===== src/rtl/uart_rx_param_if.sv =====
// Host-side bundle of the parametrised UART receiver: received word,
// valid/ready handshake and one-clock error/status flags.
interface uart_rx_param_if #(
  parameter int DATA_BITS = 8
);
  logic [DATA_BITS-1:0] dataOut;
  logic                 dataValid;
  logic                 dataReady;
  logic                 frameErr;
  logic                 parityErr;
  logic                 overrunErr;
  logic                 busy;

  modport master (
    output dataOut, dataValid, frameErr, parityErr, overrunErr, busy,
    input  dataReady
  );

  modport slave (
    input  dataOut, dataValid, frameErr, parityErr, overrunErr, busy,
    output dataReady
  );
endinterface


===== src/rtl/uart_rx_param.sv =====
// Parametrised oversampling UART receiver: configurable width, optional parity,
// 1 or 2 stop bits; delivers words over valid/ready and flags framing/parity/overrun.
module uart_rx_param #(
  parameter int DATA_BITS  = 8,
  parameter int OVERSAMPLE = 16,
  parameter int PARITY_EN  = 0,
  parameter int PARITY_ODD = 0,
  parameter int STOP_BITS  = 1
) (
  input  logic clk,
  input  logic rst,
  input  logic sampleTick,
  input  logic rxIn,
  uart_rx_param_if.master host
);
  localparam int TCW = $clog2(OVERSAMPLE);
  localparam int BCW = $clog2(DATA_BITS + 1);
  localparam logic [TCW-1:0] HALF_LAST = TCW'(OVERSAMPLE / 2 - 1);
  localparam logic [TCW-1:0] FULL_LAST = TCW'(OVERSAMPLE - 1);
  localparam logic [BCW-1:0] DATA_LAST = BCW'(DATA_BITS - 1);
  localparam logic [BCW-1:0] STOP_LAST = BCW'(STOP_BITS - 1);
  localparam logic           ODD       = (PARITY_ODD != 0);

  typedef enum logic [2:0] {IDLE, START, DATA, PARITY, STOP} state_t;

  state_t               state;
  logic                 sync_meta;
  logic                 rx_sync;
  logic [TCW-1:0]       tick_cnt;
  logic [BCW-1:0]       bit_cnt;
  logic [DATA_BITS-1:0] shift_reg;
  logic                 par_bad;
  logic                 stop_bad;
  logic                 stop_bad_now;

  // Folds the current stop sample in so the final stop bit decides on the same edge.
  assign stop_bad_now = stop_bad | ~rx_sync;
  assign host.busy    = (state != IDLE);

  always_ff @(posedge clk or posedge rst) begin
    if (rst) begin
      sync_meta <= 1'b1;
      rx_sync   <= 1'b1;
    end else begin
      sync_meta <= rxIn;
      rx_sync   <= sync_meta;
    end
  end

  always_ff @(posedge clk or posedge rst) begin
    if (rst) begin
      state           <= IDLE;
      tick_cnt        <= '0;
      bit_cnt         <= '0;
      shift_reg       <= '0;
      par_bad         <= 1'b0;
      stop_bad        <= 1'b0;
      host.dataOut    <= '0;
      host.dataValid  <= 1'b0;
      host.frameErr   <= 1'b0;
      host.parityErr  <= 1'b0;
      host.overrunErr <= 1'b0;
    end else begin
      host.frameErr   <= 1'b0;
      host.parityErr  <= 1'b0;
      host.overrunErr <= 1'b0;
      if (host.dataValid && host.dataReady) host.dataValid <= 1'b0;

      if (sampleTick) begin
        case (state)
          IDLE: begin
            if (!rx_sync) begin
              state    <= START;
              tick_cnt <= '0;
            end
          end
          START: begin
            if (tick_cnt == HALF_LAST) begin
              tick_cnt <= '0;
              bit_cnt  <= '0;
              par_bad  <= 1'b0;
              stop_bad <= 1'b0;
              state    <= rx_sync ? IDLE : DATA;
            end else begin
              tick_cnt <= tick_cnt + 1'b1;
            end
          end
          DATA: begin
            if (tick_cnt == FULL_LAST) begin
              tick_cnt  <= '0;
              shift_reg <= {rx_sync, shift_reg[DATA_BITS-1:1]};
              if (bit_cnt == DATA_LAST) begin
                // bit_cnt is reused as the stop-bit counter from here on.
                bit_cnt <= '0;
                state   <= (PARITY_EN != 0) ? PARITY : STOP;
              end else begin
                bit_cnt <= bit_cnt + 1'b1;
              end
            end else begin
              tick_cnt <= tick_cnt + 1'b1;
            end
          end
          PARITY: begin
            if (tick_cnt == FULL_LAST) begin
              tick_cnt <= '0;
              par_bad  <= (rx_sync != ((^shift_reg) ^ ODD));
              state    <= STOP;
            end else begin
              tick_cnt <= tick_cnt + 1'b1;
            end
          end
          STOP: begin
            if (tick_cnt == FULL_LAST) begin
              tick_cnt <= '0;
              if (bit_cnt == STOP_LAST) begin
                bit_cnt <= '0;
                state   <= IDLE;
                if (stop_bad_now) begin
                  host.frameErr <= 1'b1;
                end else if (par_bad) begin
                  host.parityErr <= 1'b1;
                end else if (host.dataValid && !host.dataReady) begin
                  host.overrunErr <= 1'b1;
                end else begin
                  host.dataOut   <= shift_reg;
                  host.dataValid <= 1'b1;
                end
              end else begin
                stop_bad <= stop_bad_now;
                bit_cnt  <= bit_cnt + 1'b1;
              end
            end else begin
              tick_cnt <= tick_cnt + 1'b1;
            end
          end
          default: state <= IDLE;
        endcase
      end
    end
  end
endmodule


===== src/flat_wrapper.sv =====
// flat-port wrapper written by rule: the top's interface ports become plain ports
module uart_rx_param_flat 
#(
  parameter int DATA_BITS  = 8,
  parameter int OVERSAMPLE = 16,
  parameter int PARITY_EN  = 0,
  parameter int PARITY_ODD = 0,
  parameter int STOP_BITS  = 1
)
  (clk, rst, sampleTick, rxIn, host_dataOut, host_dataValid, host_frameErr, host_parityErr, host_overrunErr, host_busy, host_dataReady);
  uart_rx_param_if #(.DATA_BITS(DATA_BITS)) host_i ();
  input  logic clk;
  input  logic rst;
  input  logic sampleTick;
  input  logic rxIn;
  output wire logic [$bits(host_i.dataOut)-1:0] host_dataOut;
  output wire logic [$bits(host_i.dataValid)-1:0] host_dataValid;
  output wire logic [$bits(host_i.frameErr)-1:0] host_frameErr;
  output wire logic [$bits(host_i.parityErr)-1:0] host_parityErr;
  output wire logic [$bits(host_i.overrunErr)-1:0] host_overrunErr;
  output wire logic [$bits(host_i.busy)-1:0] host_busy;
  input wire logic [$bits(host_i.dataReady)-1:0] host_dataReady;
  assign host_dataOut = host_i.dataOut;
  assign host_dataValid = host_i.dataValid;
  assign host_frameErr = host_i.frameErr;
  assign host_parityErr = host_i.parityErr;
  assign host_overrunErr = host_i.overrunErr;
  assign host_busy = host_i.busy;
  assign host_i.dataReady = host_dataReady;
  uart_rx_param #(.DATA_BITS(DATA_BITS), .OVERSAMPLE(OVERSAMPLE), .PARITY_EN(PARITY_EN), .PARITY_ODD(PARITY_ODD), .STOP_BITS(STOP_BITS)) u_core (.clk(clk), .rst(rst), .sampleTick(sampleTick), .rxIn(rxIn), .host(host_i));
endmodule

===== config.mk =====
export PLATFORM = sky130hd
export DESIGN_NAME = uart_rx_param_flat
export DESIGN_NICKNAME = d
export VERILOG_FILES = /design/src/rtl/uart_rx_param_if.sv /design/src/rtl/uart_rx_param.sv /design/src/flat_wrapper.sv
export SDC_FILE = /design/constraint.sdc
export NUM_CORES = 1
export LEC_CHECK = 0
export ABC_AREA = 0
export CORE_AREA = 2 2 67 69
export DETAILED_ROUTE_END_ITERATION = 10
export DIE_AREA = 0 0 69 71
export SLEW_MARGIN = 20
export SYNTH_ARGS = -nofsm -noshare
export SYNTH_HDL_FRONTEND = slang
export SYNTH_SLANG_ARGS = --single-unit

===== constraint.sdc =====
create_clock -name clk -period 4.25 [get_ports clk]
set_clock_uncertainty 0.15 [all_clocks]
set_input_delay 0.425 -clock clk [delete_from_list [all_inputs] [get_ports clk]]
set_output_delay 0.425 -clock clk [all_outputs]
set_load 0.02 [all_outputs]

Yosys cells after proc, flatten, opt, wreduce, memory -nomap -nowiden
Index checks and enable logic that the tools add are counted.
{ "word_totals": {"register_bits": 35, "wordCells": 106} }
{ "classes": {"n_reduce_logical": 19, "eq_ne": 16, "mux": 51, "addsub": 2, "bitwise": 5} }
{ "op_table": {"columns": ["cell", "n"], "rows": [
  ["$mux 4", 8],
  ["$mux 1", 30],
  ["$pmux 4 s3", 2],
  ["$mux 3", 7],
  ["$pmux 3 s5", 1],
  ["$ne 2x1->1 const B", 6],
  ["$reduce_and 5->1", 2],
  ["$reduce_bool 3->1", 3],
  ["$add 4x1->4 const B", 2],
  ["$eq 4x3->1 const B", 2],
  ["$reduce_and 8->1", 1],
  ["$reduce_xor 8->1", 1],
  ["$reduce_and 7->1", 1],
  ["$eq 3x2->1 const B", 2],
  ["$reduce_and 3->1", 2],
  ["$eq 4x4->1 const B", 1],
  ["$logic_not 4->1", 1],
  ["$ne 2x2->1 const B", 2],
  ["$not 1->1", 4],
  ["$pmux 1 s2", 2],
  ["$reduce_and 4->1", 1],
  ["$reduce_bool 2->1", 2],
  ["$eq 3x1->1 const B", 1],
  ["$eq 3x3->1 const B", 1],
  ["7 further kinds", 8]
]} }

Logic depth before layout (Yosys ltp)
Gate-level depths: netlist (run 1).
{ "logic_depth": {"depth_word": 9, "mapped_depth": 7, "depth_no_buf": 6} }

Worst setup path before layout (run 1)
Ideal clock, no wire load.
{ "synth_path": {"path_type": "reg-to-reg", "startpoint": "reg u_core.rx_sync", "endpoint": "reg u_core.host.dataOut[0]", "path_slack_ps": 2230, "setup_ps": 125, "arrival_ps": 1745, "path_buffers": 2, "path_stages_with_launch": 7, "cell_sequence": "dfstp_2 -> clkbuf_1 -> nor3b_1 -> nand4_1 -> nor2b_1 -> buf_2 -> mux2_2"} }
{ "synth_via": {"elab_chain_cells": 4} }
{ "synth_lines": {"columns": ["element", "line", "rtl"], "rows": [
  ["start: declaration", "uart_rx_param.sv:28", "logic rx_sync;"],
  ["start signal: assignment", "uart_rx_param.sv:46", "rx_sync <= sync_meta;"],
  ["$not 1->1", "uart_rx_param.sv:37", "assign stop_bad_now = stop_bad | ~rx_sync;"],
  ["$or 1x1->1", "uart_rx_param.sv:37", null],
  ["$not 1->1 (no source line)", null, null],
  ["$reduce_and 7->1 (no source line)", null, null],
  ["end signal: assignment", "uart_rx_param.sv:125", "host.dataOut <= shift_reg;"],
  ["end: declaration", "uart_rx_param_if.sv:15", "output dataOut, dataValid, frameErr, parityErr, overrunErr, busy,"]
]} }
Every way passes these cells.
A chain may end at the register's enable or synchronous reset.

Final worst setup path (run 1)
{ "layout_path": {"startpoint": "reg u_core.state[2]", "endpoint": "reg u_core.host.dataOut[6]"} }
{ "layout_via": {"elab_chain_cells": 2} }
{ "layout_lines": {"columns": ["element", "line", "rtl"], "rows": [
  ["start: declaration", "uart_rx_param.sv:26", "state_t state;"],
  ["start signal: assignment", "uart_rx_param.sv:83", "state <= rx_sync ? IDLE : DATA;"],
  ["start signal: assignment", "uart_rx_param.sv:95", "state <= (PARITY_EN != 0) ? PARITY : STOP;"],
  ["$eq 3x3->1", "uart_rx_param.sv:70", "case (state)"],
  ["$reduce_and 7->1 (no source line)", null, null]
]} }
Every way passes these cells.

==> summary by stage, run 1 <==
Status
The flow ran to the end, and the final reports show no timing, DRC or antenna violations.

Place
The count of buffers added on input and output ports is 17. The worst slack after detailed placement is ~1.5 ns. After legalization and detailed placement, the total HPWL measured approximately 2500 um.

The placer congestion estimate is 0.739.

Clocking
Post-CTS timing repair inserted 0 buffers for setup. The total of cells resized after clock tree synthesis is 0. Clock tree synthesis found a total of 35 sinks. The number of buffers created by CTS is 5. Clock tree synthesis selected as its root buffer the cell sky130_fd_sc_hd__clkbuf_8. The later-pin clock latency in the skew report is 0.28 ns. The maximum level of the CTS H-tree is 2.

After clock tree synthesis, the clock-pin slew on the worst setup and hold paths is ~0.070 ns. The clock tree buffer depth is 2. After clock tree synthesis, the flow added hold-fix buffers numbering 0. The TritonCTS clock tree is yes.

Critical path
The length in cells of the worst reg-to-reg path is 4. Data on the critical path is required at its endpoint by between 4 and 5 ns. The data arrival time of the critical path is approximately 2.5 ns. The capture instance of the worst register-to-register path is u_core.host.dataOut[6]$_DFFE_PP0P_. The maximum fanout encountered on the critical timing path is 16.

The worst setup path is captured at a flop. The internal reg-to-reg setup slack is ~1.7 ns. The start of the worst register-to-register path is u_core.state[2]$_DFFE_PP0P_. STA classifies the critical path startpoint as a flop. The category of the most critical setup path is flop to flop.

Timing
The number of failing hold endpoints at the final stage is 0. The final-report max-slew violation count is 0. The setup slack of the critical path after layout is around 1.7 ns. The worst hold-check slack is around 0.2 ns.

Based on the critical path, the design can be clocked at up to between 0.3 and 0.4 GHz. The number of setup violations in the final report is 0. For the pin with the worst max-slew slack, the measured transition is roughly 0.72 ns. In the finished design, the share of the clock period the worst path needs comes to 0.592. The relative max-transition margin is 0.519. After routing, the total negative slack on setup checks comes to 0 ns. The clock period could shrink to between 2 and 3 ns.

Setup repair after global routing left no endpoint under its margin.

Final layout
The count of antenna diodes in the layout is 0. The area growth from synthesis to layout is 16.7%. The net count reported at finish is about 190. In the final layout, the share of cells above drive strength 1 is 0.185.

Floorplan
The number of rows created at floorplan is 24. The floorplan step set the die height to roughly 71 um. The number of ports placed on the die boundary is 18.

Measured along the x axis, the die boundary spans between 60 and 70 um. The initial standard-cell utilization of the core is 0.426. The die covers 0.00490 mm^2. The area inside the core boundary is ~0.0042 mm^2.

Detailed routing
The wire length on met1 is approximately 1600 um. The number of search-and-repair iterations in the first detailed-routing pass is 4. The highest metal layer carrying signal wires in the routed design is met4. The wire length on met3 is slightly above 100 um. The total number of vias is roughly 1300.

In this run, the number of DRC markers left after iteration 0 of detailed routing was between 40 and 50. The residual DRC count is 0. The average vias per placed instance is between 5 and 6. The detailed-route wire length per cell is 14.9 um. The count of nets left with antenna violations after detail routing is 0. After detailed routing, the total wire length is approximately 3400 um. Wire segments on met2 add up to roughly 1700 um in the final route.

Logic synthesis
When the netlist entered floorplanning its net count stood at 168. The part of the Yosys area used for sequential elements is 0.491. The cell with the most instances after synthesis is sky130_fd_sc_hd__dfrtp_1. Among all flip-flop cells after synthesis, the most frequent one is sky130_fd_sc_hd__dfrtp_1.

The number of warnings issued by yosys is 0. The largest total area in the synthesized netlist belongs to sky130_fd_sc_hd__dfrtp_1. After synthesis the cells add up to between 0.0015 and 0.002 mm^2. The number of storage elements in the synthesis netlist is 35. After synthesis, the most frequently instantiated cells are sky130_fd_sc_hd__dfrtp_1, sky130_fd_sc_hd__mux2_2, sky130_fd_sc_hd__nand2_1, sky130_fd_sc_hd__o21ai_0. Counting flops with a built-in enable in the synthesized netlist gives 0. The cell count after synthesis is 160. Sorting the synthesized cells by area gives the leading types as sky130_fd_sc_hd__dfrtp_1, sky130_fd_sc_hd__mux2_2, sky130_fd_sc_hd__dfstp_2. The synthesized area per cell is 11.2 um^2. The number of distinct library cell variants in the gate-level netlist after synthesis is 45. The proportion of register bits with asynchronous set or reset after synthesis is 1.00. Of the post-synthesis cell area, the dominant cell type holds 0.462.

Power
The leakage power is slightly above 0.9 nW. Summed over all nets, the switching power comes to ~0.36 mW. The worst-case vdd ir drop is about 230 uV. Of the total power, combinational logic draws 0.305. The internal cell power is ~0.63 mW. The part of the total power dissipated in sequential elements is 0.460. The share of total power dissipated in the clock network is 0.235. The switching power as a share of total power is 0.367.

For this design the ratio of total power to cell area is about 480 mW/mm^2. The sum of internal, switching and leakage power is about 0.99 mW.

Global routing
The largest net degree at the start of global routing is 25. The first global-routing pass estimated approximately 6000 um of wire. The global-route congestion overflow total is 0. The number of global-route vias before repair was 1295. The number of antenna violations at the first check in global routing is 0. Across every metal layer, demand over resource in global routing totals 0.154.

Job
Across the run, the number of max-cap violations was 0.

Hold path
The number of instances on the worst hold path is 0. The end of the worst hold path is u_core.rx_sync$_DFF_PP1_. The type of the most critical hold path is flop to flop. The launch point of the worst hold path is u_core.sync_meta$_DFF_PP1_.
power groups by stage:
| stage | sequential (mW) | combinational (mW) | clock [mW] |
|---|---|---|---|
| after detailed placement | 0.462 | 0.303 | 0 |
| after global placement | 0.460 | 0.295 | 0 |
| after CTS | 0.456 | 0.304 | 0.243 |
| after floorplan | 0.415 | 0.275 | 0 |
| final | 0.458 | 0.303 | 0.234 |
| after global routing | 0.464 | 0.345 | 0.259 |
placed cells by master (no fill, tap or decap), types with 4 or more instances in the layout:
cell type and instances:
sky130_fd_sc_hd__clkbuf_8 5, sky130_fd_sc_hd__clkdlybuf4s50_1 17, sky130_fd_sc_hd__dfrtp_1 33, sky130_fd_sc_hd__inv_1 6
sky130_fd_sc_hd__mux2_2 16, sky130_fd_sc_hd__nand2_1 7, sky130_fd_sc_hd__nand3_1 4, sky130_fd_sc_hd__nor2_1 6
sky130_fd_sc_hd__nor3_1 4, sky130_fd_sc_hd__o21ai_0 7, sky130_fd_sc_hd__o31ai_1 4, sky130_fd_sc_hd__xnor2_1 6
sky130_fd_sc_hd__xor2_1 4
through the flow:
step | utilization | area (um^2) | instances
after floorplan | - | 1790 | 160
after global placement | 0.476 | 2000 | 222
after detailed placement | 0.476 | 2000 | 222
after CTS | 0.497 | 2090 | 230
after global routing | 0.497 | 2090 | 230
final | 0.497 | 2090 | 230
worst max-delay path, stage by stage (launching register included):
cell                      delay [ns]
sky130_fd_sc_hd__dfrtp_1        0.63
sky130_fd_sc_hd__nor3b_1        0.40
sky130_fd_sc_hd__nand4_1        0.19
sky130_fd_sc_hd__nor2b_1        0.61
sky130_fd_sc_hd__mux2_2         0.42
how the worst max path moves through the flow:
stage | start | endpoint | slack (ns) | cells after the start
floorplan | u_core.rx_sync$_DFF_PP1_ | u_core.host.dataOut[0]$_DFFE_PP0P_ | 2.23 | 6
global placement | sampleTick | u_core.host.dataOut[1]$_DFFE_PP0P_ | 1.53 | 5
detailed placement | sampleTick | u_core.host.dataOut[6]$_DFFE_PP0P_ | 1.47 | 5
CTS | u_core.state[1]$_DFFE_PP0P_ | host_busy | 1.74 | 2
global route | u_core.state[2]$_DFFE_PP0P_ | u_core.host.dataOut[6]$_DFFE_PP0P_ | 1.58 | 4
finish | u_core.state[2]$_DFFE_PP0P_ | u_core.host.dataOut[6]$_DFFE_PP0P_ | 1.74 | 4
logic make-up (layout without fill, tap and decap cells):
kind of cell / count (synthesis) / in the layout / share of synthesized area
compound gates: 28 / 28 / 0.113
xor+xnor: 11 / 11 / 0.0615
fa+ha+maj: 3 / 3 / 0.0210
buf+inv: 14 / 32 / 0.0308
flops: 35 / 35 / 0.491
mux: 18 / 18 / 0.112
simple gates: 51 / 51 / 0.171
metal layers:
metal,global-route usage,vias to the layer above
met2,0.248,27
li1,-,622
met4,0.0523,0
met5,0,-
met1,0.213,647
met3,0.0256,2
area by class of cell:
cell class / count / area, um^2
Multi-Input combinational cell: 111 / 856
Fill cell: 366 / 2120
Tap cell: 52 / 65.1
Sequential cell: 35 / 878
Clock inverter: 3 / 20.0
Timing Repair Buffer: 18 / 178
Inverter: 6 / 22.5
Clock buffer: 5 / 68.8
No activity file was read; power rests on OpenSTA's default activity.
==> inputs of run 2 (changes only) <==
Settings changed: PLACE_DENSITY from default to 0.65.
Clock period 4.25 ns to 2.2 ns, I/O delays scaled along.
==> run 2 against run 1 <==
  * Clock power increased to 2.6 times the previous value
  * Combinational power grew 100%
  * First-iteration DRC count is 56% higher
  * Sequential power rose by 90%
  * Sequential share of layout area decreased by 1.6 points
  * Critical path depth did not move
  * Worst setup slack got worse by 1.6 ns
  * Via count up 1.8%
  * Worst hold slack worse by 0.018 ns
  * Sequential cell count did not move
  * Power increased by 110%
  * Critical endpoint is now u_core.state[1]$_DFFE_PP0P_
  * Largest cell class unchanged
  * Highest routed layer unchanged
==> summary by stage, run 2 (same netlist as run 1, synthesis figures left out) <==
Power
In this run the power density over the cells is 965 mW/mm^2. The analysis attributes to cell leakage a power of approximately 1 nW. The worst-case vdd ir drop is 568 uV. Power comes to ~2.1 mW.

Global routing
The wire length of the first global-routing pass is approximately 6400 um. The global router's overall resource usage is 0.162. The number of global-route vias before repair is 1358. The number of antenna violations at the first check in global routing came to 0. Summed over all layers, the global routing overflow is 0. Entering global routing, the biggest net connects 36 pins.

Clocking
The TritonCTS clock tree is yes. Buffers inserted during clock tree synthesis total 5. The total clock sinks is 35. The later-pin clock latency in the skew report is 0.29 ns. The clock tree buffer depth is 2. After clock tree synthesis, the setup repair step added 0 buffers. The root buffer cell is sky130_fd_sc_hd__clkbuf_8. In this run the number of H-tree levels came out at 2. After clock tree synthesis, the clock-pin slew on the worst setup and hold paths is 0.07 ns.

Place
Once placement finished, the instance area stood at 0.00205 mm^2. Once detailed placement completed, the half-perimeter wirelength came to about 2600 um. The worst slack after detailed placement is 0.107 ns. The number of buffers inserted by port buffering is 17. The placer congestion estimate is around 0.81.

Hold path
The launch point of the worst hold path is rxIn. Counting instances, the worst hold path has a depth of 1. The end of the worst hold path is u_core.sync_meta$_DFF_PP1_. The tightest min-delay check is of the input port to flop type.

Detailed routing
The routed layout has between 1000 and 1500 vias. Before antenna repair, the detailed router went through 4 iterations. Using the TritonRoute via totals, the vias-per-cell ratio works out to approximately 5.6. The residual DRC count is 0. In the final routed layout, each cell accounts on average for approximately 15 um. For this block, the routed nets add up to around 3600 um of wire. The detail route stage leaves a number of antenna-violating nets equal to 0. The number of DRC markers after the initial detailed-route iteration is between 60 and 70.

Critical path
STA puts the critical path data required time at 2.21 ns. Along the worst path, the maximum fanout reaches 13. STA classifies the critical path endpoint as a flop. The length in cells of the worst reg-to-reg path is 4.

Data arrives at the worst endpoint at roughly 2.1 ns. The category of the most critical setup path is flop to flop. The critical path startpoint is u_core.state[1]$_DFFE_PP0P_.

The setup check on the worst reg-to-reg path leaves a slack of approximately 0.14 ns. The type of origin of the critical path is a flop. The capture instance of the worst register-to-register path is u_core.state[1]$_DFFE_PP0P_.

In this run the critical register-to-register path is launched from u_core.state[1]$_DFFE_PP0P_.

Final layout
The area growth from synthesis to layout is 21.2%. The number of antenna diodes in the final layout is 0. The top cell types in the final layout, fill and taps aside, are sky130_fd_sc_hd__dfrtp_1, sky130_fd_sc_hd__mux2_2, sky130_fd_sc_hd__clkdlybuf4s50_1. The fraction of layout cells with a size suffix above 1 is 0.216. Leaving out fill and tap cells, the most frequent cell in the layout is sky130_fd_sc_hd__dfrtp_1. The net count reported at finish is 192. The post-route cell area is around 0.0022 mm^2.

Timing
The worst pin sits at a relative slew slack of 0.698. The maximum clock rate is ~0.48 GHz. The number of setup violations in the final report is 0. The number of failing hold endpoints at the final stage is 0. Setup repair after global routing left no endpoint under its margin. In the final timing run, aggregate negative setup slack is 0 ns.

At the pin with the least slew margin, the transition time is between 0.4 and 0.5 ns. Setup slack on the critical path of the routed design comes to around 0.14 ns. The clock period could shrink to 2.06 ns. The final-report max-slew violation count is 0. The post-route clock period utilization is 0.939. The worst hold-check slack is 0.184 ns.

Status
The run finished with clean final reports.

Floorplan
Pin placement for this block handled 18 I/O pins. The vertical die dimension is a little over 70 um. The number of rows created at floorplan is 24. The horizontal extent of the die is about 69 um. The initial standard-cell utilization of the core is 0.426. The area inside the core boundary is 0.00420 mm^2. The die covers approximately 0.0049 mm^2.

Job
Max-cap violations in this run came to 0.
==> run 2: cell count changes in the layout (fill, tap and decap cells not counted), sizes merged <==
cell / delta
buf: +7
dlygate4sd2: +1
clkinvlp: -2
clkbuf: +1
clkdlybuf4s50: -1
bufinv: +1
==> run 2: where the power goes <==
| part | switching [mW] | leakage (nW) | internal, mW |
|---|---|---|---|
| Sequential | 0.146 | 0.460 | 0.726 |
| Clock | 0.237 | 0.0612 | 0.367 |
| Combinational | 0.337 | 0.461 | 0.280 |
==> run 2: per-layer routing <==
metal	vias to the layer above	GRT usage	share of wire
met5	-	0	0
met4	0	0.0610	0.016
met3	6	0.0442	0.055
met2	39	0.261	0.47
met1	641	0.210	0.46
li1	636	-	-
==> run 2: cell type report <==
cell class | count | area, um^2
Inverter | 6 | 22.5
Clock buffer | 6 | 82.6
Clock inverter | 2 | 35.0
Tap cell | 52 | 65.1
Sequential cell | 35 | 878
Fill cell | 378 | 2040
Multi-Input combinational cell | 111 | 856
Timing Repair Buffer | 25 | 229
==> run 2: per-stage QoR <==
stage                      util  cells
after floorplan               -    160
after global placement    0.488    229
after detailed placement  0.488    229
after CTS                 0.516    237
after global routing      0.516    237
final                     0.516    237
==> run 2: critical path: stages (launching register included) <==
cell                      delay, ns
sky130_fd_sc_hd__dfrtp_1       0.52
sky130_fd_sc_hd__or3b_2        0.57
sky130_fd_sc_hd__o21ai_0       0.40
sky130_fd_sc_hd__or2_2         0.22
sky130_fd_sc_hd__o31ai_1       0.08
==> run 2: how the worst max path moves through the flow <==
stage / endpoint / slack, ns / cells past startpoint
3_3_place_gp: u_core.host.dataOut[6]$_DFFE_PP0P_ / 0.17 / 6
6_report: u_core.state[1]$_DFFE_PP0P_ / 0.14 / 4
2_1_floorplan: u_core.host.dataOut[0]$_DFFE_PP0P_ / 0.18 / 6
5_1_grt: u_core.state[1]$_DFFE_PP0P_ / 0.001 / 4
4_1_cts: u_core.state[0]$_DFFE_PP0P_ / 0.13 / 4
3_5_place_dp: u_core.host.dataOut[6]$_DFFE_PP0P_ / 0.11 / 6
==> run 2: what timing repair did <==
item,CTS,global route
resized for setup,1,0
endpoints found under the setup margin,1,0
hold buffers,0,0
==> inputs of run 3 (changes only) <==
Settings changed: CORE_AREA 2 2 67 69 to 5 5 70 72, DIE_AREA 0 0 69 71 to 0 0 75 77.
==> run 3 against run 2 <==
  * Worst hold slack gained 0.0040 ns
  * Power shrank 7.3%
  * Design area shrank 1.4%
  * Die area grew 18%
  * Sequential power grew 0.7%
  * Sequential cell count is the same
  * Non-clock buffer count is the same
  * Worst setup slack gained 0.022 ns
  * Cell count is the same
  * Core utilization shrank 1.1 points
  * Critical endpoint is now host_busy
==> summary by stage, run 3 (same netlist as run 1, synthesis figures left out) <==
Critical path
For the worst setup path, the data required time is roughly 1.8 ns. The length in cells of the worst reg-to-reg path is 7. The master of the slowest instance on the critical path is sky130_fd_sc_hd__or3_1. The top cell family by delay on the critical path is simple AND/OR/NAND/NOR gates. The capture instance of the worst register-to-register path is u_core.host.dataOut[0]$_DFFE_PP0P_. The stage delay of the slowest cell on the critical path is 0.52 ns. The signal on the critical path passes through or3_1 > dlygate4sd2_1. Across all register-to-register paths, the minimum setup slack is between 0.15 and 0.2 ns.

Counting both buffers and inverters, the worst setup path holds a total of 1. The maximum fanout encountered on the critical timing path is 13. STA classifies the critical path endpoint as an output pin.

The total number of cells along the worst setup path is 2. STA classifies the critical path startpoint as a flop. The startpoint identified for the worst register-to-register timing path is u_core.bit_cnt[0]$_DFFE_PP0P_.

The category of the most critical setup path is flop to output pin. Data on the critical path arrives at its endpoint at 1.67 ns.

Final layout
The library cell used most frequently in the layout, excluding fill and tap cells, is sky130_fd_sc_hd__dfrtp_1. The post-route cell area is ~0.0021 mm^2. In the final design database the tool counted roughly 190 nets. In the final layout, flip-flops and latches occupy slightly below 900 um^2.

The layout has around 400 filler cells. The multi-input combinational cells in the finished layout cover a total of roughly 860 um^2. From synthesis to final layout, the design area changed by 19.4%.

The repair_antennas step left the layout with diodes totalling 0. In the layout the commonest cells are sky130_fd_sc_hd__dfrtp_1, sky130_fd_sc_hd__mux2_2, sky130_fd_sc_hd__clkdlybuf4s50_1. At the end of the flow the core is filled with cells to 0.505. Of the cells placed in the final design, the portion with a size suffix greater than 1 is 0.216.

Timing
On the final layout, the worst hold slack is approximately 0.19 ns. Setup repair after global routing left no endpoint under its margin. Dividing the final minimum period by the clock period gives 0.929. The final-report max-slew violation count is 0. The maximum clock rate is 0.490 GHz. At the pin with the least slew margin, the transition time is between 0.4 and 0.5 ns. In the final timing run, aggregate negative setup slack is 0 ns. The worst path in the final design needs a cycle of a little over 2 ns, including I/O delays and setup. Setup violations remaining at the end of the flow were counted as 0. The relative max-transition margin is 0.698. The number of failing hold endpoints at the final stage is 0.

Detailed routing
The sum of routed wire length over all layers is around 3600 um. For this run, design rule violations remaining after detail routing come to 0. The detail route stage leaves a number of antenna-violating nets equal to 0. Dividing the detail-routed via count by the number of cells gives approximately 5.5. The detailed-route wire length per cell is between 15 and 20 um. The routed layout has roughly 1300 vias. After the first detailed-routing iteration, the DRC count stood at 40. The number of search-and-repair iterations in the first detailed-routing pass is 4.

Power
Power comes to approximately 1.9 mW. The leakage power is between 0.9 and 1 nW. The worst-case vdd ir drop is 489 uV.

The power density normalized to cell area is between 900 and 1000 mW/mm^2.

Clocking
TritonCTS built the clock tree. Counting the buffers created by CTS gives 5. In this run, post-CTS hold repair placed 0 buffers. The maximum level of the CTS H-tree is 2. In this run the deepest clock path goes through 2 buffers. The clock drives 35 sinks. After clock tree synthesis, the clock-pin slew on the worst setup and hold paths is approximately 0.07 ns. In this run the clock root is driven by a sky130_fd_sc_hd__clkbuf_8. The number of buffers added for setup after CTS is 0. After clock tree synthesis, the repair step resized 2 gates.

The later-pin clock latency in the skew report is 0.29 ns.

Hold path
The type of the most critical hold path is input port to async pin.

Floorplan
The die is ~77 um tall. The die footprint is just under 0.006 mm^2. The number of rows created at floorplan is 24. The initial standard-cell utilization of the core is 0.423.

The number of ports placed on the die boundary is 18. The area inside the core boundary is about 0.0042 mm^2. In this run the horizontal extent of the chip is roughly 75 um.

Global routing
Entering global routing, the biggest net connects 36 pins. The wire length of the first global-routing pass is around 6200 um. In the global route stage, overall resource usage came out at 0.137.

The number of antenna violations at the first check in global routing is 0. The number of global-route vias before repair is about 1300. For this run the aggregate overflow at the end of global routing stands at 0.

Status
The flow ran to the end, and the final reports show no timing, DRC or antenna violations.

Place
The number of buffers inserted by port buffering is 17. The sum of net half-perimeters after detailed placement is approximately 2500 um. The cell area after placement is just over 0.002 mm^2. Routability-driven placement finished with a final weighted congestion of 0.836.

Job
The tool flagged a number of max-cap violations equal to 0.
-- run 3: cell count changes in the layout (fill, tap and decap cells not counted) --
| cell | before | now |
|---|---|---|
| sky130_fd_sc_hd__bufinv_16 | 1 | 0 |
| sky130_fd_sc_hd__clkbuf_1 | 0 | 1 |
| sky130_fd_sc_hd__clkbuf_8 | 6 | 5 |
| sky130_fd_sc_hd__clkinvlp_4 | 0 | 1 |
| sky130_fd_sc_hd__dfrtp_1 | 33 | 32 |
| sky130_fd_sc_hd__dfrtp_2 | 0 | 1 |
| sky130_fd_sc_hd__o21ai_0 | 7 | 6 |
| sky130_fd_sc_hd__o21ai_1 | 0 | 1 |
-- run 3: worst max path at each step --
| stage | start | endpoint | slack (ns) |
|---|---|---|---|
| after floorplan | u_core.rx_sync$_DFF_PP1_ | u_core.host.dataOut[0]$_DFFE_PP0P_ | 0.18 |
| after global placement | sampleTick | u_core.host.dataOut[6]$_DFFE_PP0P_ | 0.17 |
| after detailed placement | sampleTick | u_core.host.dataOut[7]$_DFFE_PP0P_ | 0.12 |
| after CTS | u_core.state[0]$_DFFE_PP0P_ | host_busy | 0.14 |
| after global routing | u_core.bit_cnt[0]$_DFFE_PP0P_ | u_core.state[2]$_DFFE_PP0P_ | 0.02 |
| final | u_core.state[0]$_DFFE_PP0P_ | host_busy | 0.16 |
-- run 3: final cells by class --
class                           instances  share of cell area
Tap cell                               52              0.0304
Sequential cell                        35               0.412
Clock inverter                          2             0.00585
Inverter                                6              0.0105
Timing Repair Buffer                   25               0.107
Multi-Input combinational cell        111               0.400
Clock buffer                            6              0.0340
-- run 3: where the power goes --
group          internal, mW  total, mW  switching [mW]  leakage, nW
Clock                 0.221      0.453           0.232       0.0412
Sequential            0.728      0.878           0.151        0.459
Combinational         0.281      0.608           0.327        0.461
-- run 3: routing by layer --
layer	vias up	part of all wire	track usage
met2	27	0.47	0.205
met1	632	0.46	0.178
met3	6	0.054	0.0497
met5	-	0	0
met4	0	0.014	0.0534
li1	642	-	-
-- run 3: through the flow --
stage | setup WS, ns | cells
floorplan | 0.180 | 160
global placement | 0.166 | 229
detailed placement | 0.121 | 229
CTS | 0.144 | 237
global route | 0.0239 | 237
finish | 0.157 | 237
-- run 3: worst reg2reg max path, delay by kind of cell (launching register included) --
kind	cells	cell delay [ns]
fa+ha+maj	1	0.16
simple gates	3	0.58
flops	1	0.42
mux	1	0.34
buf+inv	2	0.27
